<file path="src/rtl/cp0_pkg.sv">
// Shared constants for the CP0 block: register numbers and exception codes.
package cp0_pkg;
    localparam logic [4:0] REG_SR    = 5'd12;
    localparam logic [4:0] REG_CAUSE = 5'd13;
    localparam logic [4:0] REG_EPC   = 5'd14;
    localparam logic [4:0] REG_PRID  = 5'd15;

    localparam logic [4:0] EXC_INT     = 5'd0;
    localparam logic [4:0] EXC_ADEL    = 5'd4;
    localparam logic [4:0] EXC_ADES    = 5'd5;
    localparam logic [4:0] EXC_SYSCALL = 5'd8;
    localparam logic [4:0] EXC_RI      = 5'd10;
    localparam logic [4:0] EXC_OV      = 5'd12;
endpackage

</file>
<file path="src/rtl/cp0.sv">
// Coprocessor 0: SR/Cause/EPC/PRId, exception and interrupt request generation,
// and the eret target.
module cp0
    import cp0_pkg::*;
#(
    parameter logic [31:0] PRID = 32'h2024_0005
) (
    input  logic        clk,
    input  logic        reset,
    input  logic        en,
    input  logic [4:0]  CP0Add,
    input  logic [31:0] CP0In,
    input  logic [31:0] VPC,
    input  logic        BDIn,
    input  logic [4:0]  ExcCodeIn,
    input  logic [5:0]  HWInt,
    input  logic        EXLClr,
    output logic [31:0] CP0Out,
    output logic [31:0] EPCOut,
    output logic        Req
);
    logic [5:0]  im;
    logic        exl;
    logic        ie;
    logic        bd;
    logic [5:0]  ip;
    logic [4:0]  exc_code;
    logic [31:0] epc;

    logic        int_req;
    logic        exc_req;
    logic [31:0] victim_epc;
    logic [31:0] sr_word;
    logic [31:0] cause_word;

    assign int_req    = ie & ~exl & (|(HWInt & im));
    assign exc_req    = ~exl & (ExcCodeIn != 5'd0);
    assign Req        = int_req | exc_req;
    // A delay-slot victim restarts at its branch so the branch is re-executed.
    assign victim_epc = (BDIn ? VPC - 32'd4 : VPC) & 32'hFFFF_FFFC;

    assign sr_word    = {16'h0, im, 8'h0, exl, ie};
    assign cause_word = {bd, 15'h0, ip, 3'h0, exc_code, 2'h0};

    always_ff @(posedge clk) begin
        if (reset) begin
            im       <= '0;
            exl      <= 1'b0;
            ie       <= 1'b0;
            bd       <= 1'b0;
            ip       <= '0;
            exc_code <= '0;
            epc      <= '0;
        end else begin
            ip <= HWInt;
            if (Req) begin
                // The victim is flushed, so any mtc0 or eret it carries is dropped.
                exl      <= 1'b1;
                bd       <= BDIn;
                exc_code <= int_req ? EXC_INT : ExcCodeIn;
                epc      <= victim_epc;
            end else begin
                if (en) begin
                    case (CP0Add)
                        REG_SR: begin
                            im  <= CP0In[15:10];
                            exl <= CP0In[1];
                            ie  <= CP0In[0];
                        end
                        REG_EPC: epc <= CP0In;
                        default: ;
                    endcase
                end
                if (EXLClr) exl <= 1'b0;
            end
        end
    end

    always_comb begin
        CP0Out = 32'h0;
        case (CP0Add)
            REG_SR:    CP0Out = sr_word;
            REG_CAUSE: CP0Out = cause_word;
            REG_EPC:   CP0Out = epc;
            REG_PRID:  CP0Out = PRID;
            default:   CP0Out = 32'h0;
        endcase
    end

    // eret directly behind an mtc0 to EPC must see the new value.
    assign EPCOut = (en && CP0Add == REG_EPC) ? CP0In : epc;
endmodule

</file>
<file path="config.mk">
export PLATFORM = sky130hd
export DESIGN_NAME = cp0
export DESIGN_NICKNAME = d
export VERILOG_FILES = /design/src/rtl/cp0_pkg.sv /design/src/rtl/cp0.sv
export SDC_FILE = /design/constraint.sdc
export NUM_CORES = 1
export LEC_CHECK = 0
export ABC_AREA = 1
export CORE_MARGIN = 2
export CORE_UTILIZATION = 44
export CTS_CLUSTER_SIZE = 12
export DETAILED_ROUTE_END_ITERATION = 16
export PLACE_DENSITY = 0.82
export SYNTH_ARGS = -nofsm -noshare
export SYNTH_HDL_FRONTEND = slang
export SYNTH_SLANG_ARGS = --single-unit
</file>
<file path="constraint.sdc">
create_clock -name clk -period 2 [get_ports clk]
set_input_delay 0.3 -clock clk [delete_from_list [all_inputs] [get_ports clk]]
set_output_delay 0.3 -clock clk [all_outputs]
set_load 0.05 [all_outputs]
</file>
==> run metrics, run 1 <==
overflow left after global routing=0; PwrDens=473 mW/mm²; required time worst endpoint=1700 ps; effective utilization at floorplan=44.9%; worst hold-check path type=flop to flop; average cell area after synthesis=6.03 µm²; Static Leakage=2.96 nW; netlist area before placement=0.00363 mm²; setup-violating endpoint count in the final report=0; clock share of power=25.1%; async set or reset register ratio after synthesis=0%; total internal power=2.09 mW; TritonCTS clock tree=built; area delta synth->final=83.5%; type of the worst setup path=primary input to output pin; source-to-sink clock delay at the later pin of the worst-skew pair=310 ps; share of the yosys chip area belonging to registers=28.7%; Worst slew margin=73.7%; final count of hold timing violations=0; clock skew after layout=4.83 ps; Via-to-Cell Ratio=5.26; minimum setup slack in the final design=1.81 ps; Final Slew Violations=0; post-route minimum period=2000 ps; maximum count of clock buffers along a single path=2; number of synthesized flops with an enable pin=0; wire length after detailed routing=15000 µm; io pins=150; Total Neg Setup Slack=0 ps; status=finished, final reports clean; number of synthesized register bits=52; most common library cell in the layout ignoring fill and taps=sky130_fd_sc_hd__nand2_1; area of the die=0.00899 mm²; pin count of the biggest net entering global routing=26; number of sinks handled by clock tree synthesis=52; Hold Path Cell Cnt=2; cts bufs inserted=5; Filler cells=507; worst vdd rail ir drop=0.307 mV; switching power=1.06 mW; Final Cycle Share=99.9%; nets=915; floorplan die height=94.8 µm; placement row count=33; Max Clk Rate=0.500 GHz; Port Buffer Count=147; Net Count, Synth=688; number of antenna cells inserted=0; buffer type at the clock tree root=sky130_fd_sc_hd__clkbuf_8; routed length on met2=7550 µm; share of cells above drive strength 1=25.7%; initial antenna violation count=0; share of total power in combinational logic=39.0%; distinct cell type count after synthesis=35; number of H-tree branching levels=2; top routing layer used=met4; max-capacitance violation count=0; Post-Syn Instances=602; DR vias=4918; slew at the pin closest to its max-slew limit=391 ps; Placer Congestion=0.902; Clock transition at path regs=100 ps; Initial DRC Count=249; setup slack at placement=-341 ps; data arrival time of the critical path=1700 ps; total of warnings raised by yosys=0; post-route ant nets=0; leading cell types in the layout, fill and taps excluded=sky130_fd_sc_hd__nand2_1, sky130_fd_sc_hd__nor2_1, sky130_fd_sc_hd__inv_1; Core Region=0.00809 mm²; worst r2r path cells=10; first-pass GRT wire length=23300 µm; detailed-route wire length per cell=16.0 µm; met3 wire len=1150 µm; horizontal die dimension=94.8 µm; largest fanout of any net on the critical path=6; prevailing post-synth register cell=sky130_fd_sc_hd__dfxtp_1; relative contribution of sequential cells to total power=36.0%; length of routed wiring on met1=5800 µm; detailed placer's ending HPWL=11600 µm; Crit. End Element=output pin; DRC Markers=0; 1st-pass router iterations=5; global-route total usage across every layer=32.8%; type of origin of the critical path=primary input; number of global-route vias before repair=4973; Net Sw Frac=33.7%; CTS Hold Buffers Added=0
[worst max-delay path: stages]
cell and delay [ps]:
sky130_fd_sc_hd__clkdlybuf4s15_1 220, sky130_fd_sc_hd__inv_2 70, sky130_fd_sc_hd__nor2_4 140, sky130_fd_sc_hd__nand2_4 90, sky130_fd_sc_hd__nor2_4 190, sky130_fd_sc_hd__buf_6 180, sky130_fd_sc_hd__buf_4 150, sky130_fd_sc_hd__nand2_1 70
sky130_fd_sc_hd__o21ai_2 100, sky130_fd_sc_hd__buf_12 170
[cells by family after synthesis]
group           share of synthesized area [%]
compound gates                           17.4
xor+xnor                                 2.65
fa+ha+maj                               0.345
buf+inv                                  13.5
flops                                    28.7
simple gates                             37.4
[power groups by stage]
stage	clock network [mW]	logic (mW)	registers, mW
floorplan	0	0.529	1.15
global placement	0	1.16	1.15
detailed placement	0	1.19	1.15
CTS	0.793	1.20	1.13
global route	0.823	1.30	1.14
finish	0.789	1.23	1.13
[cell usage after synthesis (all sizes together), types with 6 or more instances]
cell type | n | area (µm²)
o211ai | 8 | 60.1
nand2 | 137 | 542
buf | 14 | 106
nor2 | 114 | 488
nand3 | 36 | 185
inv | 96 | 360
o22ai | 6 | 37.5
dfxtp | 52 | 1040
o21ai | 71 | 378
a21oi | 20 | 108
xor2 | 6 | 52.6
nand4 | 16 | 100
[stage by stage]
| step | power (mW) | area (µm²) | hold slack, ps | utilization (%) | instances |
|---|---|---|---|---|---|
| 6_report | 3.15 | 6660 | 479 | 82.3 | 935 |
| 5_1_grt | 3.26 | 6660 | 501 | 82.3 | 935 |
| 4_1_cts | 3.13 | 6620 | 470 | 81.8 | 934 |
| 3_5_place_dp | 2.34 | 6370 | 454 | 78.7 | 919 |
| 3_3_place_gp | 2.31 | 6370 | 449 | 78.7 | 919 |
| 2_1_floorplan | 1.68 | 3640 | 407 | - | 602 |
[state kept, by name, indices dropped and copies added (netlist names)]
name / cells
im: 6
epc: 32
ip: 6
bd: 1
exl: 1
ie: 1
exc_code: 5
[routing by layer]
metal | vias up | track usage, %
met4 | 0 | 11.0
met1 | 2265 | 38.0
met2 | 235 | 60.1
met3 | 43 | 6.38
met5 | - | 0
li1 | 2375 | -
[area by class of cell]
class | instances | area, µm² | area share (%)
Clock buffer | 6 | 82.6 | 1.24
Clock inverter | 2 | 38.8 | 0.582
Inverter | 97 | 368 | 5.52
Multi-Input combinational cell | 434 | 2160 | 32.4
Sequential cell | 52 | 1040 | 15.6
Tap cell | 105 | 131 | 1.97
Timing Repair Buffer | 239 | 2840 | 42.6
[path summary, 6_finish.rpt]
check,from,end,slack (ps)
hold reg to reg,epc[10],epc[10],480
hold / removal,epc[10],epc[10],480
setup reg to reg,im[5],exc_code[0],420
setup / recovery,CP0Add[1],EPCOut[2],2
[timing repair]
item | CTS | global route
setup endpoints to repair | 55 | 34
cloned | 1 | 0
setup buffers | 6 | 1
pin swaps | 4 | 5
resized for setup | 26 | 10
(Power assumes the default switching activity.)
==> inputs of run 2 (changes only) <==
--- a/config.mk
+++ b/config.mk
@@ -10,7 +10,10 @@
 export CORE_UTILIZATION = 44
 export CTS_CLUSTER_SIZE = 12
 export DETAILED_ROUTE_END_ITERATION = 16
+export GPL_ROUTABILITY_DRIVEN = 0
+export HOLD_SLACK_MARGIN = 0.05
 export PLACE_DENSITY = 0.82
+export REMOVE_ABC_BUFFERS = 1
 export SYNTH_ARGS = -nofsm -noshare
 export SYNTH_HDL_FRONTEND = slang
 export SYNTH_SLANG_ARGS = --single-unit
==> run metrics, run 2 (same netlist as run 1, synthesis figures left out) <==
type of the worst setup path=primary input to output pin; first-pass GRT wire length=24000 µm; initial antenna violation count=0; number of sinks handled by clock tree synthesis=52; io pins=150; post-route ant nets=0; Clock transition at path regs=110 ps; Crit. End Element=output pin; clock skew after layout=10.1 ps; area delta synth->final=81.5%; cts bufs inserted=5; Max Clk Rate=0.514 GHz; data arrival time of the critical path=1650 ps; buffer type at the clock tree root=sky130_fd_sc_hd__clkbuf_8; pin count of the biggest net entering global routing=26; CP max-delay cell=sky130_fd_sc_hd__clkdlybuf4s50_1; wire length after detailed routing=15100 µm; Final Instance Count excl. Fillers=932; Port Buffer Count=147; max FFs per register=32; Post-Route Hold Slack=486 ps; most common library cell in the layout ignoring fill and taps=sky130_fd_sc_hd__nand2_1; critical path depth=9; largest stage delay on the critical path=500 ps; detailed placer's ending HPWL=11300 µm; detailed-route wire length per cell=16.2 µm; final count of hold timing violations=0; Core Region=0.00809 mm²; Initial DRC Count=310; required time worst endpoint=1700 ps; maximum count of clock buffers along a single path=2; floorplan die height=94.8 µm; overflow left after global routing=0; source-to-sink clock delay at the later pin of the worst-skew pair=320 ps; PwrDens=456 mW/mm²; TritonCTS clock tree=built; horizontal die dimension=94.8 µm; buffers and inverters on the worst path=3; post-route minimum period=1950 ps; number of antenna cells inserted=0; setup-violating endpoint count in the final report=0; global-route total usage across every layer=34.0%; number of H-tree branching levels=2; Static Leakage=2.93 nW; Final Slew Violations=0; placement row count=33; slew at the pin closest to its max-slew limit=501 ps; number of placed instances, taps included=909; effective utilization at floorplan=44.9%; area of the die=0.00899 mm²; 1st-pass router iterations=5; DRC Markers=0; largest registers=epc (32), im (6), ip (6); worst r2r path cells=10; nets=912; DR vias=5073; share of cells above drive strength 1=26.6%; worst hold-check path type=flop to flop; critical path cell sequence=clkdlybuf4s50_1 -> nand2_1 -> nand2_1 -> nor2_1 -> nand2_1 -> nand2_2 -> nand2_4 -> buf_12 -> buf_12; Worst slew margin=66.2%; number of global-route vias before repair=5224; Final Cycle Share=97.3%; most frequent cell on the critical path=sky130_fd_sc_hd__nand2_1; Total Neg Setup Slack=0 ps; worst vdd rail ir drop=0.339 mV; Via-to-Cell Ratio=5.44; type of origin of the critical path=primary input; leading cell types in the layout, fill and taps excluded=sky130_fd_sc_hd__nand2_1, sky130_fd_sc_hd__nor2_1, sky130_fd_sc_hd__inv_1; status=finished, final reports clean; largest fanout of any net on the critical path=17; register containing the most flip-flops in the final layout=epc; Hold Path Cell Cnt=2; max-capacitance violation count=0; Top Family by Delay on Critical Path=buffers and inverters
run 2: repair_timing:
action / CTS / global route
pin swaps: 4 / 5
hold buffers: 0 / 0
setup endpoints to repair: 63 / 48
setup buffers: 11 / 2
resized for setup: 49 / 10
gates cloned: 2 / 0
run 2: worst register-to-register path: cells and delay by family (launching register included):
family | cells | cell delay (ps)
buffers and inverters | 1 | 240
AND/OR/NAND/NOR | 8 | 880
flip-flops | 1 | 340
AO/OA/AOI/OAI | 1 | 110
run 2: power breakdown:
group	switching, mW	internal [mW]
Sequential	0.0284	1.11
Combinational	0.651	0.577
Clock	0.389	0.250
run 2: stage by stage:
| stage | util, % | area, µm² | total power [mW] | setup slack [ps] |
|---|---|---|---|---|
| 2_1_floorplan | - | 3500 | 1.65 | -1150 |
| 3_3_place_gp | 77.7 | 6290 | 2.30 | -272 |
| 3_5_place_dp | 77.7 | 6290 | 2.33 | -356 |
| 4_1_cts | 81.4 | 6580 | 2.98 | 3.60 |
| 6_report | 81.4 | 6590 | 3.00 | 54.3 |
| 5_1_grt | 81.4 | 6590 | 3.12 | -1.95 |
run 2: layout make-up:
| cell class | instances | area [µm²] |
|---|---|---|
| multi-input cells | 434 | 2170 |
| flip-flops and latches | 52 | 1040 |
| clock inverters | 2 | 16.3 |
| repair buffers | 235 | 2770 |
| fillers | 554 | 1510 |
| well taps | 105 | 131 |
| inverters | 97 | 369 |
| repair inverters | 1 | 7.51 |
| clock buffers | 6 | 72.6 |
run 2: worst paths after layout:
check | startpoint | end | slack [ps]
worst max-delay path | HWInt[0] | Req | 50
worst min-delay path | exc_code[2] | exc_code[2] | 490
worst max register to register | im[5] | epc[11] | 330
worst min register to register | exc_code[2] | exc_code[2] | 490
run 2: routing by layer:
metal  vias to the layer above  GRT usage [%]  part of all wire [%]
met3                        73           8.62                    11
met4                         0           16.7                   4.0
met5                         -              0                     0
met2                       315           60.7                    50
li1                       2371              -                     -
met1                      2314           37.3                    36
==> inputs of run 3 (changes only) <==
--- a/config.mk
+++ b/config.mk
@@ -14,6 +14,7 @@
 export HOLD_SLACK_MARGIN = 0.05
 export PLACE_DENSITY = 0.82
 export REMOVE_ABC_BUFFERS = 1
+export SKIP_LAST_GASP = 1
 export SYNTH_ARGS = -nofsm -noshare
 export SYNTH_HDL_FRONTEND = slang
 export SYNTH_SLANG_ARGS = --single-unit
==> results of run 3 <==
No change in the layout: final DEF, timing and power equal those of run 2.
